[src/rtl/uart_pkg.sv]
// UART shared package: transmit FSM states, stop-bit modes, frame size and
// IRQ_EVENT bit positions used by the UART transmit and receive paths.
package uart_pkg;

    // Data bits per UART frame; matches the downstream FIFO word width.
    localparam int UART_DATA_BITS = 8;

    // Bit positions of the transmit events inside IRQ_EVENT.
    localparam int IRQ_TX_STARTED = 0;
    localparam int IRQ_TX_DONE    = 1;

    // Stop-period length selection from CTRL.stop_bit_mode.
    typedef enum logic [1:0] {
        HALF_PERIOD          = 2'd0,
        FULL_PERIOD          = 2'd1,
        ONE_AND_HALF_PERIODS = 2'd2,
        TWO_PERIODS          = 2'd3
    } stop_bit_mode_t;

    // Transmit sequencer states.
    typedef enum logic [2:0] {
        TX_IDLE   = 3'd0,
        TX_START  = 3'd1,
        TX_DATA   = 3'd2,
        TX_PARITY = 3'd3,
        TX_STOP   = 3'd4
    } uart_tx_state_t;

endpackage

[src/rtl/uart_tx_sequencer_if.sv]
// Downstream FIFO read port as seen by the UART transmit sequencer.
// master = FIFO side (provides show-ahead head word and empty flag),
// slave  = sequencer side (issues the one-cycle pop strobe).
interface uart_tx_sequencer_if;
    import uart_pkg::*;

    logic                      dfifo_empty;
    logic [UART_DATA_BITS-1:0] dfifo_data;
    logic                      dfifo_rd;

    modport master (
        output dfifo_empty,
        output dfifo_data,
        input  dfifo_rd
    );

    modport slave (
        input  dfifo_empty,
        input  dfifo_data,
        output dfifo_rd
    );

endinterface

[src/rtl/uart_bit_timer.sv]
// Loadable down-counter for UART bit timing. A load writes the terminal
// count (period - 1); the counter then walks down and holds at zero, where
// tick_o is high. Also intended for reuse by the receiver.
module uart_bit_timer #(
    parameter int WIDTH = 33
) (
    input  logic             clk_i,
    input  logic             rst_i,
    input  logic             load_i,
    input  logic [WIDTH-1:0] load_value_i,
    output logic             tick_o
);

    logic [WIDTH-1:0] cnt_q;
    logic [WIDTH-1:0] cnt_d;

    // Next count: load has priority, otherwise count down and stick at zero.
    always_comb begin
        cnt_d = cnt_q;
        if (load_i) begin
            cnt_d = load_value_i;
        end else if (cnt_q != '0) begin
            cnt_d = cnt_q - WIDTH'(1);
        end
    end

    // Counter register.
    always_ff @(posedge clk_i or posedge rst_i) begin
        if (rst_i) begin
            cnt_q <= '0;
        end else begin
            cnt_q <= cnt_d;
        end
    end

    assign tick_o = (cnt_q == '0);

endmodule

[src/rtl/uart_tx_sequencer.sv]
// UART transmit sequencer: pops bytes from the downstream FIFO and drives
// start bit, data bits (LSB- or MSB-first), optional even parity and the
// stop period on tx_o. Framing options are captured when a frame launches.
// Optional feature macro: UART_TX_CTS_SYNC_EN (2-flop synchronizer on cts_n_i).
module uart_tx_sequencer
    import uart_pkg::*;
#(
    parameter int CNT_WIDTH = 32,
    parameter int DATA_BITS = UART_DATA_BITS
) (
    input  logic                 clk_i,
    input  logic                 rst_i,
    input  logic [CNT_WIDTH-1:0] bit_length_i,
    input  logic [1:0]           stop_bit_mode_i,
    input  logic [1:0]           stop_bit_value_i,
    input  logic                 msb_first_i,
    input  logic                 send_parity_i,
    input  logic                 hw_flow_ctrl_en_i,
    input  logic                 cts_n_i,
    uart_tx_sequencer_if.slave   dfifo,
    output logic                 tx_o,
    output logic                 tx_busy_o,
    output logic                 irq_tx_started_o,
    output logic                 irq_tx_done_o
);

    // One extra bit so that 2L and L + L/2 never wrap.
    localparam int TW    = CNT_WIDTH + 1;
    localparam int IDX_W = (DATA_BITS > 1) ? $clog2(DATA_BITS) : 1;
    localparam logic [IDX_W-1:0] LAST_IDX = IDX_W'(DATA_BITS - 1);
    localparam logic [TW-1:0]    ONE      = TW'(1);

    uart_tx_state_t state_q, state_d;

    logic [DATA_BITS-1:0] shift_q;
    logic [IDX_W-1:0]     bit_idx_q;
    logic [TW-1:0]        len_q;
    logic [TW-1:0]        stop_len_q;
    logic                 msb_first_q;
    logic                 send_parity_q;
    logic                 parity_bit_q;
    logic                 stop_level_q;
    logic                 started_q;

    logic [TW-1:0] len_in;
    logic [TW-1:0] half_raw;
    logic [TW-1:0] half_in;
    logic [TW-1:0] stop_in;
    logic          cts_n_eff;
    logic          ready;
    logic          launch;
    logic          shift_en;
    logic          done;
    logic          rd;
    logic          tmr_load;
    logic [TW-1:0] tmr_value;
    logic          tmr_tick;
    logic          data_bit;
    logic          unused_stop_value;

    // Only bit 0 of the stop value selects the line level; bit 1 is reserved.
    assign unused_stop_value = stop_bit_value_i[1];

    assign len_in   = (bit_length_i == '0) ? ONE : {1'b0, bit_length_i};
    assign half_raw = len_in >> 1;
    assign half_in  = (half_raw == '0) ? ONE : half_raw;

    // Stop-period length for the frame about to launch.
    always_comb begin
        stop_in = len_in;
        case (stop_bit_mode_t'(stop_bit_mode_i))
            HALF_PERIOD:          stop_in = half_in;
            FULL_PERIOD:          stop_in = len_in;
            ONE_AND_HALF_PERIODS: stop_in = len_in + half_raw;
            TWO_PERIODS:          stop_in = len_in << 1;
            default:              stop_in = len_in;
        endcase
    end

`ifdef UART_TX_CTS_SYNC_EN
    logic [1:0] cts_sync_q;

    // Two-flop synchronizer; idles at "not clear to send".
    always_ff @(posedge clk_i or posedge rst_i) begin
        if (rst_i) begin
            cts_sync_q <= 2'b11;
        end else begin
            cts_sync_q <= {cts_sync_q[0], cts_n_i};
        end
    end

    assign cts_n_eff = cts_sync_q[1];
`else
    assign cts_n_eff = cts_n_i;
`endif

    // Reset is folded in so no pop can fire while the block is held in reset.
    assign ready = !dfifo.dfifo_empty && (!hw_flow_ctrl_en_i || !cts_n_eff) && !rst_i;

    uart_bit_timer #(
        .WIDTH(TW)
    ) u_bit_timer (
        .clk_i       (clk_i),
        .rst_i       (rst_i),
        .load_i      (tmr_load),
        .load_value_i(tmr_value),
        .tick_o      (tmr_tick)
    );

    // State register.
    always_ff @(posedge clk_i or posedge rst_i) begin
        if (rst_i) begin
            state_q <= TX_IDLE;
        end else begin
            state_q <= state_d;
        end
    end

    // Next-state, pop strobe, timer reload and frame-done decode.
    always_comb begin
        state_d   = state_q;
        rd        = 1'b0;
        launch    = 1'b0;
        shift_en  = 1'b0;
        done      = 1'b0;
        tmr_load  = 1'b0;
        tmr_value = '0;
        case (state_q)
            TX_IDLE: begin
                if (ready) begin
                    rd        = 1'b1;
                    launch    = 1'b1;
                    tmr_load  = 1'b1;
                    tmr_value = len_in - ONE;
                    state_d   = TX_START;
                end
            end
            TX_START: begin
                if (tmr_tick) begin
                    tmr_load  = 1'b1;
                    tmr_value = len_q - ONE;
                    state_d   = TX_DATA;
                end
            end
            TX_DATA: begin
                if (tmr_tick) begin
                    tmr_load = 1'b1;
                    if (bit_idx_q != LAST_IDX) begin
                        shift_en  = 1'b1;
                        tmr_value = len_q - ONE;
                    end else if (send_parity_q) begin
                        tmr_value = len_q - ONE;
                        state_d   = TX_PARITY;
                    end else begin
                        tmr_value = stop_len_q - ONE;
                        state_d   = TX_STOP;
                    end
                end
            end
            TX_PARITY: begin
                if (tmr_tick) begin
                    tmr_load  = 1'b1;
                    tmr_value = stop_len_q - ONE;
                    state_d   = TX_STOP;
                end
            end
            TX_STOP: begin
                if (tmr_tick) begin
                    done = 1'b1;
                    if (ready) begin
                        rd        = 1'b1;
                        launch    = 1'b1;
                        tmr_load  = 1'b1;
                        tmr_value = len_in - ONE;
                        state_d   = TX_START;
                    end else begin
                        state_d = TX_IDLE;
                    end
                end
            end
            default: state_d = TX_IDLE;
        endcase
    end

    // Frame datapath: capture byte and framing options at launch, then shift.
    always_ff @(posedge clk_i or posedge rst_i) begin
        if (rst_i) begin
            shift_q       <= '0;
            bit_idx_q     <= '0;
            len_q         <= '0;
            stop_len_q    <= '0;
            msb_first_q   <= 1'b0;
            send_parity_q <= 1'b0;
            parity_bit_q  <= 1'b0;
            stop_level_q  <= 1'b1;
            started_q     <= 1'b0;
        end else begin
            started_q <= launch;
            if (launch) begin
                shift_q       <= dfifo.dfifo_data;
                bit_idx_q     <= '0;
                len_q         <= len_in;
                stop_len_q    <= stop_in;
                msb_first_q   <= msb_first_i;
                send_parity_q <= send_parity_i;
                parity_bit_q  <= ^dfifo.dfifo_data;
                stop_level_q  <= stop_bit_value_i[0];
            end else if (shift_en) begin
                shift_q   <= msb_first_q ? (shift_q << 1) : (shift_q >> 1);
                bit_idx_q <= bit_idx_q + IDX_W'(1);
            end
        end
    end

    assign data_bit = msb_first_q ? shift_q[DATA_BITS-1] : shift_q[0];

    // Serial line level for the current state; idle and reset hold it high.
    always_comb begin
        tx_o = 1'b1;
        case (state_q)
            TX_IDLE:   tx_o = 1'b1;
            TX_START:  tx_o = 1'b0;
            TX_DATA:   tx_o = data_bit;
            TX_PARITY: tx_o = parity_bit_q;
            TX_STOP:   tx_o = stop_level_q;
            default:   tx_o = 1'b1;
        endcase
    end

    assign dfifo.dfifo_rd   = rd;
    assign tx_busy_o        = (state_q != TX_IDLE);
    assign irq_tx_started_o = started_q;
    assign irq_tx_done_o    = done;

endmodule

[src/flat_wrapper.sv]
// flat-port wrapper written by rule: the top's interface ports become plain ports
module uart_tx_sequencer_flat import uart_pkg::*;
#(
    parameter int CNT_WIDTH = 32,
    parameter int DATA_BITS = UART_DATA_BITS
)
  (clk_i, rst_i, bit_length_i, stop_bit_mode_i, stop_bit_value_i, msb_first_i, send_parity_i, hw_flow_ctrl_en_i, cts_n_i, tx_o, tx_busy_o, irq_tx_started_o, irq_tx_done_o, dfifo_dfifo_empty, dfifo_dfifo_data, dfifo_dfifo_rd);
  uart_tx_sequencer_if dfifo_i ();
  input  logic clk_i;
  input  logic rst_i;
  input  logic [CNT_WIDTH-1:0] bit_length_i;
  input  logic [1:0] stop_bit_mode_i;
  input  logic [1:0] stop_bit_value_i;
  input  logic msb_first_i;
  input  logic send_parity_i;
  input  logic hw_flow_ctrl_en_i;
  input  logic cts_n_i;
  output logic tx_o;
  output logic tx_busy_o;
  output logic irq_tx_started_o;
  output logic irq_tx_done_o;
  input wire logic [$bits(dfifo_i.dfifo_empty)-1:0] dfifo_dfifo_empty;
  input wire logic [$bits(dfifo_i.dfifo_data)-1:0] dfifo_dfifo_data;
  output wire logic [$bits(dfifo_i.dfifo_rd)-1:0] dfifo_dfifo_rd;
  assign dfifo_i.dfifo_empty = dfifo_dfifo_empty;
  assign dfifo_i.dfifo_data = dfifo_dfifo_data;
  assign dfifo_dfifo_rd = dfifo_i.dfifo_rd;
  uart_tx_sequencer #(.CNT_WIDTH(CNT_WIDTH), .DATA_BITS(DATA_BITS)) u_core (.clk_i(clk_i), .rst_i(rst_i), .bit_length_i(bit_length_i), .stop_bit_mode_i(stop_bit_mode_i), .stop_bit_value_i(stop_bit_value_i), .msb_first_i(msb_first_i), .send_parity_i(send_parity_i), .hw_flow_ctrl_en_i(hw_flow_ctrl_en_i), .cts_n_i(cts_n_i), .dfifo(dfifo_i), .tx_o(tx_o), .tx_busy_o(tx_busy_o), .irq_tx_started_o(irq_tx_started_o), .irq_tx_done_o(irq_tx_done_o));
endmodule
[config.mk]
export PLATFORM = sky130hd
export DESIGN_NAME = uart_tx_sequencer_flat
export DESIGN_NICKNAME = d
export VERILOG_FILES = /design/src/rtl/uart_pkg.sv /design/src/rtl/uart_tx_sequencer_if.sv /design/src/rtl/uart_bit_timer.sv /design/src/rtl/uart_tx_sequencer.sv /design/src/flat_wrapper.sv
export SDC_FILE = /design/constraint.sdc
export NUM_CORES = 1
export LEC_CHECK = 0
export BUFFER_PORTS_ARGS = -buffer_cell sky130_fd_sc_hd__buf_2
export CORE_UTILIZATION = 34
export CTS_CLUSTER_DIAMETER = 80
export CTS_CLUSTER_SIZE = 40
export DETAILED_ROUTE_END_ITERATION = 10
export RECOVER_POWER = 50
export SLEW_MARGIN = 10
export SYNTH_ARGS = -nofsm -noshare
export SYNTH_HDL_FRONTEND = slang
export SYNTH_SLANG_ARGS = --single-unit
[constraint.sdc]
create_clock -name clk_i -period 4.7 [get_ports clk_i]
set_input_delay 0.94 -clock clk_i [delete_from_list [all_inputs] [get_ports clk_i]]
set_output_delay 0.94 -clock clk_i [all_outputs]
set_load 0.01 [all_outputs]
### Yosys cells after proc, flatten, opt, wreduce, memory -nomap -nowiden

Index checks and enable logic that the tools add are counted.

* $add $sub $neg: 6
* equality and inequality tests: 14
* multiplexer cells: 38
* reduce and logical (&&, ||, !) cells: 19

Operator list (count)
* $mux 33: 9
* $pmux 33 s5: 1
* $pmux 33 s4: 1
* $sub 33x1->33 const B: 4
* $logic_not 33->1: 2
* $mux 32: 2
* $add 33x32->33: 1
* $reduce_bool 33->1: 1
* $logic_not 32->1: 1
* $mux 3: 9
* $mux 8: 3
* $pmux 3 s5: 1
* $ne 2x1->1 const B: 5
* $mux 1: 9
* $reduce_xor 8->1: 1
* $eq 3x2->1 const B: 2
* $reduce_and 6->1: 1
* $eq 2x2->1 const B: 2
* $logic_not 1->1: 4
* $pmux 1 s4: 1
* $reduce_bool 2->1: 2
* $add 3x1->3 const B: 1
* $eq 3x1->1 const B: 1
* $eq 3x3->1 const B: 1
* other kinds (11): 12

* flip-flop bits (word level): 118
* input bits: 51
* output and inout port bits: 5
* word-level logic and storage cells: 88

### Logic depth before layout (Yosys ltp)

* word-level depth: 8
* gate-level depth with buffers: 14

### Modules after synthesis

Synthesis repeated with hierarchy kept, for this count alone.

* cells, all modules: 1436
* area, all modules: 11334.6 um^2

By module, submodules not included
* uart_tx_sequencer: instances 1, cells each 1225, area each 9315.2 um^2
* uart_bit_timer: instances 1, cells each 211, area each 2019.4 um^2

### Least setup slack after synthesis

Ideal clock, no wire load.

* path kind: input-to-reg
* start: input bit_length_i[16]
* end: register u_core.stop_len_q[32]
* setup time: 77 ps
* arrival time: 4022 ps
* data required time: 4623 ps
* slack: 602 ps
* stages on the path: 14
* buffers on the path: 1
* cell sequence: clkbuf_1 -> nor4_1 -> nand4_1 -> o21bai_1 -> ha_1 -> fa_1 -> a211oi_1 -> o21ai_1 -> nand3_1 -> a211o_1 -> and2_1 -> o311a_1 -> a221o_1 -> o21ai_1

* longest elaborated chain between the ends: 4

Ends and longest elaborated chain
* start: declaration: line flat_wrapper.sv:11 `input logic [CNT_WIDTH-1:0] bit_length_i;`
* $logic_not 32->1: line uart_tx_sequencer.sv:64 `assign len_in = (bit_length_i == '0) ? ONE : {1'b0, bit_length_i};`
* $mux 32: line uart_tx_sequencer.sv:64
* net u_core.len_in[0]: line uart_tx_sequencer.sv:45 `logic [TW-1:0] len_in;`
* $add 33x32->33: line uart_tx_sequencer.sv:74 `ONE_AND_HALF_PERIODS: stop_in = len_in + half_raw;`
* $pmux 33 s4: line uart_tx_sequencer.sv:71 `case (stop_bit_mode_t'(stop_bit_mode_i))`
* end signal: assignment: line uart_tx_sequencer.sv:203 `stop_len_q <= stop_in;`
* end: declaration: line uart_tx_sequencer.sv:38 `logic [TW-1:0] stop_len_q;`

The timed path passes the listed nets, and every way through them passes these cells.
A chain may end at the register's enable or synchronous reset.

### Final worst setup path

* start: input bit_length_i[25]
* end: register u_core.stop_len_q[32]

Same word-level chain as after synthesis.

==> flow_results.xml <==
<?xml version="1.0" encoding="UTF-8"?>
<metrics>
  <group name="outcome">
    <metric name="outcome" unit="">finished, violations left</metric>
    <metric name="violations" unit="">capacitance limit, slew limit</metric>
  </group>
  <group name="global_routing">
    <metric name="grt.overflow.total" unit="">0</metric>
    <metric name="grt_pass1_wl" unit="um">52480</metric>
    <metric name="grt_pass1_vias" unit="">9768</metric>
    <metric name="global_route.usage.total" unit="%">19.91</metric>
    <metric name="antenna_found_initial" unit="">0</metric>
    <metric name="grt_max_degree" unit="">118</metric>
  </group>
  <group name="worst_setup_path">
    <metric name="critPathRequiredTime" unit="ps">5050</metric>
    <metric name="crit-reg2reg-launch" unit="">u_core.u_bit_timer.cnt_q[2]</metric>
    <metric name="timing.critical_path.fanout_max" unit="">4</metric>
    <metric name="crit_path_cell_trace" unit="">buf_2 -&gt; nor4_1 -&gt; buf_4 -&gt; nand4_1 -&gt; buf_4 -&gt; o21bai_1 -&gt; ha_1 -&gt; fa_1 -&gt; a211oi_1 -&gt; o21ai_1 -&gt; nand3_1 -&gt; a211o_1 -&gt; and2_1 -&gt; o311a_1 -&gt; a221o_1 -&gt; o21ai_1</metric>
    <metric name="family_with_the_most_delay_on_the_worst_path" unit="">compound AO/OA/AOI/OAI gates</metric>
    <metric name="critical_path.n_buffers_inverters" unit="">3</metric>
    <metric name="worst_ep_arrival" unit="ps">4400</metric>
    <metric name="end_kind" unit="">flip-flop</metric>
    <metric name="worst-setup-path-type" unit="">input port to flip-flop</metric>
    <metric name="critPathSlowestCell" unit="">sky130_fd_sc_hd__o311a_1</metric>
    <metric name="critPathMaxStageDelay" unit="ps">420</metric>
    <metric name="origin_of_the_worst_setup_path" unit="">bit_length_i[25]</metric>
    <metric name="setup.worst_path.start_class" unit="">input port</metric>
  </group>
  <group name="sta">
    <metric name="max-slew-margin-rel" unit="%">-102.7</metric>
    <metric name="maxSlewViolCount" unit="">118</metric>
    <metric name="achievable-frequency" unit="MHz">247.3</metric>
    <metric name="finalClockSkew" unit="ps">16.72</metric>
    <metric name="period_minus_slack" unit="ps">4044</metric>
    <metric name="rsz0062_at_grt" unit="">no</metric>
    <metric name="setup_viol" unit="">0</metric>
    <metric name="final_count_of_hold_timing_violations" unit="">0</metric>
    <metric name="finalHoldWorstSlack" unit="ps">468.8</metric>
    <metric name="totalNegativeSetupSlack" unit="ps">0</metric>
    <metric name="period_share" unit="%">86.05</metric>
    <metric name="timing_worst_slew_pin_value" unit="ps">3041</metric>
  </group>
  <group name="clock_network">
    <metric name="cts-root-buf" unit="">sky130_fd_sc_hd__clkbuf_16</metric>
    <metric name="cts_sinks" unit="">117</metric>
    <metric name="cts_resized" unit="">0</metric>
    <metric name="cts_htree_levels" unit="">4</metric>
    <metric name="clk-insertion-delay-late" unit="ps">430</metric>
    <metric name="cts.hold.buffers_added" unit="">0</metric>
    <metric name="postCtsSetupBuffers" unit="">0</metric>
    <metric name="cts_tree" unit="">done</metric>
    <metric name="cts_inserted_buffers" unit="">17</metric>
    <metric name="worst_setup_hold_path_clk_slew" unit="ps">60</metric>
    <metric name="cts-root-to-sink-buffers" unit="">2</metric>
  </group>
  <group name="place">
    <metric name="gp_congestion" unit="">0.8470</metric>
    <metric name="dp_cells" unit="">1857</metric>
    <metric name="place.port_buffers" unit="">54</metric>
    <metric name="post-dp-hpwl" unit="um">25050</metric>
  </group>
  <group name="yosys">
    <metric name="synth_async_sr_flop_share" unit="%">100.0</metric>
    <metric name="synth_nets" unit="">1562</metric>
    <metric name="synth_cell_type_count" unit="">76</metric>
    <metric name="synth_area_per_cell" unit="sq um">7.846</metric>
    <metric name="synth-seq-area-share" unit="%">26.37</metric>
    <metric name="synthesis.area" unit="sq um">11110</metric>
    <metric name="synth-edff-count" unit="">0</metric>
    <metric name="synthesis.yosys.warnings" unit="">0</metric>
    <metric name="synth.ff_latch_count" unit="">117</metric>
    <metric name="postSynthCellCount" unit="">1416</metric>
    <metric name="synthFlopType" unit="">sky130_fd_sc_hd__dfrtp_1</metric>
  </group>
  <group name="drt">
    <metric name="detailedRoute.firstPassIterationCount" unit="">6</metric>
    <metric name="detail_route.drc_violations" unit="">0</metric>
    <metric name="wl_per_cell" unit="um">17.22</metric>
    <metric name="wirelength" unit="um">32540</metric>
    <metric name="detailroute.via_count" unit="">10330</metric>
    <metric name="ant_nets" unit="">0</metric>
    <metric name="detail_route.iter0.violations" unit="">865</metric>
    <metric name="route.detailed.vias_per_inst" unit="">5.466</metric>
  </group>
  <group name="power_and_ir_drop">
    <metric name="power.leakage" unit="nW">5.266</metric>
    <metric name="power.ir.vdd_worst" unit="uV">151.0</metric>
    <metric name="p_per_area" unit="nW/um^2">354.0</metric>
  </group>
  <group name="floorplanning">
    <metric name="start_util" unit="%">34.85</metric>
    <metric name="placeableCoreArea" unit="sq um">31880</metric>
    <metric name="die_w" unit="um">182.8</metric>
    <metric name="core.rowCount" unit="">65</metric>
    <metric name="die_h" unit="um">182.8</metric>
    <metric name="total_i_o_pin_count" unit="">56</metric>
    <metric name="design.die.area" unit="sq um">33400</metric>
  </group>
  <group name="final_layout">
    <metric name="final_nets" unit="">1587</metric>
    <metric name="final_layout_size_suffix_gt1_share" unit="%">10.39</metric>
    <metric name="antennaDiodeCount" unit="">0</metric>
    <metric name="fin_cells" unit="">1889</metric>
    <metric name="most_common_cell_after_layout_fill_and_taps_aside" unit="">sky130_fd_sc_hd__nand2_1</metric>
    <metric name="layout.cells.most_common_list" unit="">179 x sky130_fd_sc_hd__nand2_1, 116 x sky130_fd_sc_hd__dfrtp_1, 96 x sky130_fd_sc_hd__xnor2_1, 94 x sky130_fd_sc_hd__nor2_1, 94 x sky130_fd_sc_hd__ha_1</metric>
    <metric name="area_added_between_synthesis_and_finish" unit="%">12.60</metric>
    <metric name="final_util" unit="%">39.24</metric>
  </group>
  <group name="hold_path">
    <metric name="hold_path_startpoint" unit="">u_core.stop_level_q</metric>
    <metric name="hold_class" unit="">flip-flop to flip-flop</metric>
  </group>
  <group name="flow_run">
    <metric name="maximum_capacitance_violations" unit="">1</metric>
  </group>
</metrics>
## metrics by stage
step / worst slack (ps) / area (sq um) / power [mW]
after global routing: 428.5 / 12510 / 4.731
after global placement: 208.4 / 11960 / 3.109
after floorplan: 601.7 / 11110 / 2.720
final: 655.6 / 12510 / 4.429
after CTS: 625.3 / 12530 / 4.443
after detailed placement: 197.1 / 11960 / 3.153
## final timing paths
path | to | slack, ps | cells after the start
worst max-delay path | u_core.stop_len_q[32] | 660 | 16
worst min-delay path | u_core.stop_level_q | 470 | 2
worst max register to register | u_core.u_bit_timer.cnt_q[29] | 1180 | 9
worst min register to register | u_core.stop_level_q | 470 | 2
max in group asynchronous | u_core.len_q[1] | 1230 | 3
min in group asynchronous | u_core.parity_bit_q | 1610 | 3
## worst reg2reg max path: stages, from the launching register on
cell and delay [ps]:
sky130_fd_sc_hd__dfrtp_1 430, sky130_fd_sc_hd__nor4_1 590, sky130_fd_sc_hd__nand4b_1 440, sky130_fd_sc_hd__and4b_1 450
sky130_fd_sc_hd__o21ai_4 140, sky130_fd_sc_hd__inv_2 310, sky130_fd_sc_hd__buf_4 360, sky130_fd_sc_hd__nor2_1 280
sky130_fd_sc_hd__a22oi_1 270, sky130_fd_sc_hd__o211ai_1 120
## layout make-up
| type | instances | area (sq um) |
|---|---|---|
| fill | 3368 | 19370 |
| timing repair buffer | 105 | 659.4 |
| multi-input combinational | 1130 | 7546 |
| sequential | 117 | 2929 |
| inverter | 70 | 264.0 |
| clock buffer | 19 | 432.9 |
| tap | 435 | 544.3 |
| clock inverter | 13 | 133.9 |
## layer usage
metal	wire length, um	global-route usage, %	share of wire [%]
met5	0	0	0
met4	505	5.345	1.6
met3	1342	2.502	4.1
met2	14340	31.30	44
met1	16350	28.58	50
## kinds of logic after synthesis
kind of cell    after synthesis  synth area share [%]
mux                          22                 2.016
xor+xnor                    133                 10.49
fa+ha+maj                    95                 10.77
compound gates              410                 24.10
flops                       117                 26.37
simple gates                470                 20.42
buf+inv                     169                 5.845
## report_power, final
part,leakage (nW),internal (mW),switching (mW),total [mW]
registers,1.45,1.30,0.359,1.66
logic,3.54,0.679,0.816,1.50
clock network,0.273,0.777,0.494,1.27
total,5.27,2.76,1.67,4.43
## Yosys cell counts, types with 5 or more instances
| cell type | n | area [sq um] |
|---|---|---|
| sky130_fd_sc_hd__nor3_1 | 50 | 250.2 |
| sky130_fd_sc_hd__a222oi_1 | 5 | 50.05 |
| sky130_fd_sc_hd__nand2_1 | 179 | 671.9 |
| sky130_fd_sc_hd__or3_1 | 13 | 81.33 |
| sky130_fd_sc_hd__a21oi_1 | 63 | 315.3 |
| sky130_fd_sc_hd__o31ai_1 | 13 | 97.59 |
| sky130_fd_sc_hd__and3_1 | 6 | 37.54 |
| sky130_fd_sc_hd__ha_1 | 94 | 1176 |
| sky130_fd_sc_hd__o21ai_0 | 65 | 325.3 |
| sky130_fd_sc_hd__and2_1 | 6 | 37.54 |
| sky130_fd_sc_hd__a221oi_1 | 16 | 140.1 |
| sky130_fd_sc_hd__a22oi_1 | 18 | 135.1 |
| sky130_fd_sc_hd__clkbuf_1 | 84 | 315.3 |
| sky130_fd_sc_hd__a21o_1 | 21 | 157.7 |
| sky130_fd_sc_hd__buf_2 | 6 | 30.03 |
| sky130_fd_sc_hd__xnor2_1 | 96 | 840.8 |
| sky130_fd_sc_hd__o22ai_1 | 29 | 181.4 |
| sky130_fd_sc_hd__nand3_1 | 19 | 95.09 |
| sky130_fd_sc_hd__buf_1 | 7 | 26.28 |
| sky130_fd_sc_hd__inv_1 | 68 | 255.2 |
| sky130_fd_sc_hd__nor2b_1 | 8 | 50.05 |
| sky130_fd_sc_hd__a221o_1 | 8 | 80.08 |
| sky130_fd_sc_hd__nand4_1 | 9 | 56.30 |
| sky130_fd_sc_hd__o21bai_1 | 7 | 52.55 |
| sky130_fd_sc_hd__a211oi_1 | 16 | 120.1 |
| sky130_fd_sc_hd__nor2_1 | 94 | 352.8 |
| sky130_fd_sc_hd__or4_1 | 19 | 142.6 |
| sky130_fd_sc_hd__a22o_1 | 5 | 43.79 |
| sky130_fd_sc_hd__nand3b_1 | 5 | 37.54 |
| sky130_fd_sc_hd__nand2b_1 | 14 | 87.58 |
| sky130_fd_sc_hd__dfrtp_1 | 116 | 2903 |
| sky130_fd_sc_hd__a21boi_0 | 7 | 52.55 |
| sky130_fd_sc_hd__a31oi_1 | 11 | 68.82 |
| sky130_fd_sc_hd__o221ai_1 | 10 | 87.58 |
| sky130_fd_sc_hd__o211ai_1 | 17 | 127.6 |
| sky130_fd_sc_hd__a41oi_1 | 5 | 43.79 |
| sky130_fd_sc_hd__o21ai_1 | 64 | 320.3 |
| sky130_fd_sc_hd__nor4_1 | 28 | 175.2 |
| sky130_fd_sc_hd__mux2i_1 | 19 | 190.2 |
| sky130_fd_sc_hd__xor2_1 | 37 | 324.1 |
## registers in the layout, indices dropped and copies added (netlist names)
| name | flops |
|---|---|
| u_core.len_q | 32 |
| u_core.irq_tx_started_o | 1 |
| u_core.shift_q | 8 |
| u_core.stop_len_q | 33 |
| u_core.state_q | 3 |
| u_core.bit_idx_q | 3 |
| u_core.send_parity_q | 1 |
| u_core.u_bit_timer.cnt_q | 33 |
| u_core.parity_bit_q | 1 |
| u_core.stop_level_q | 1 |
| u_core.msb_first_q | 1 |
(Power assumes the default switching activity.)
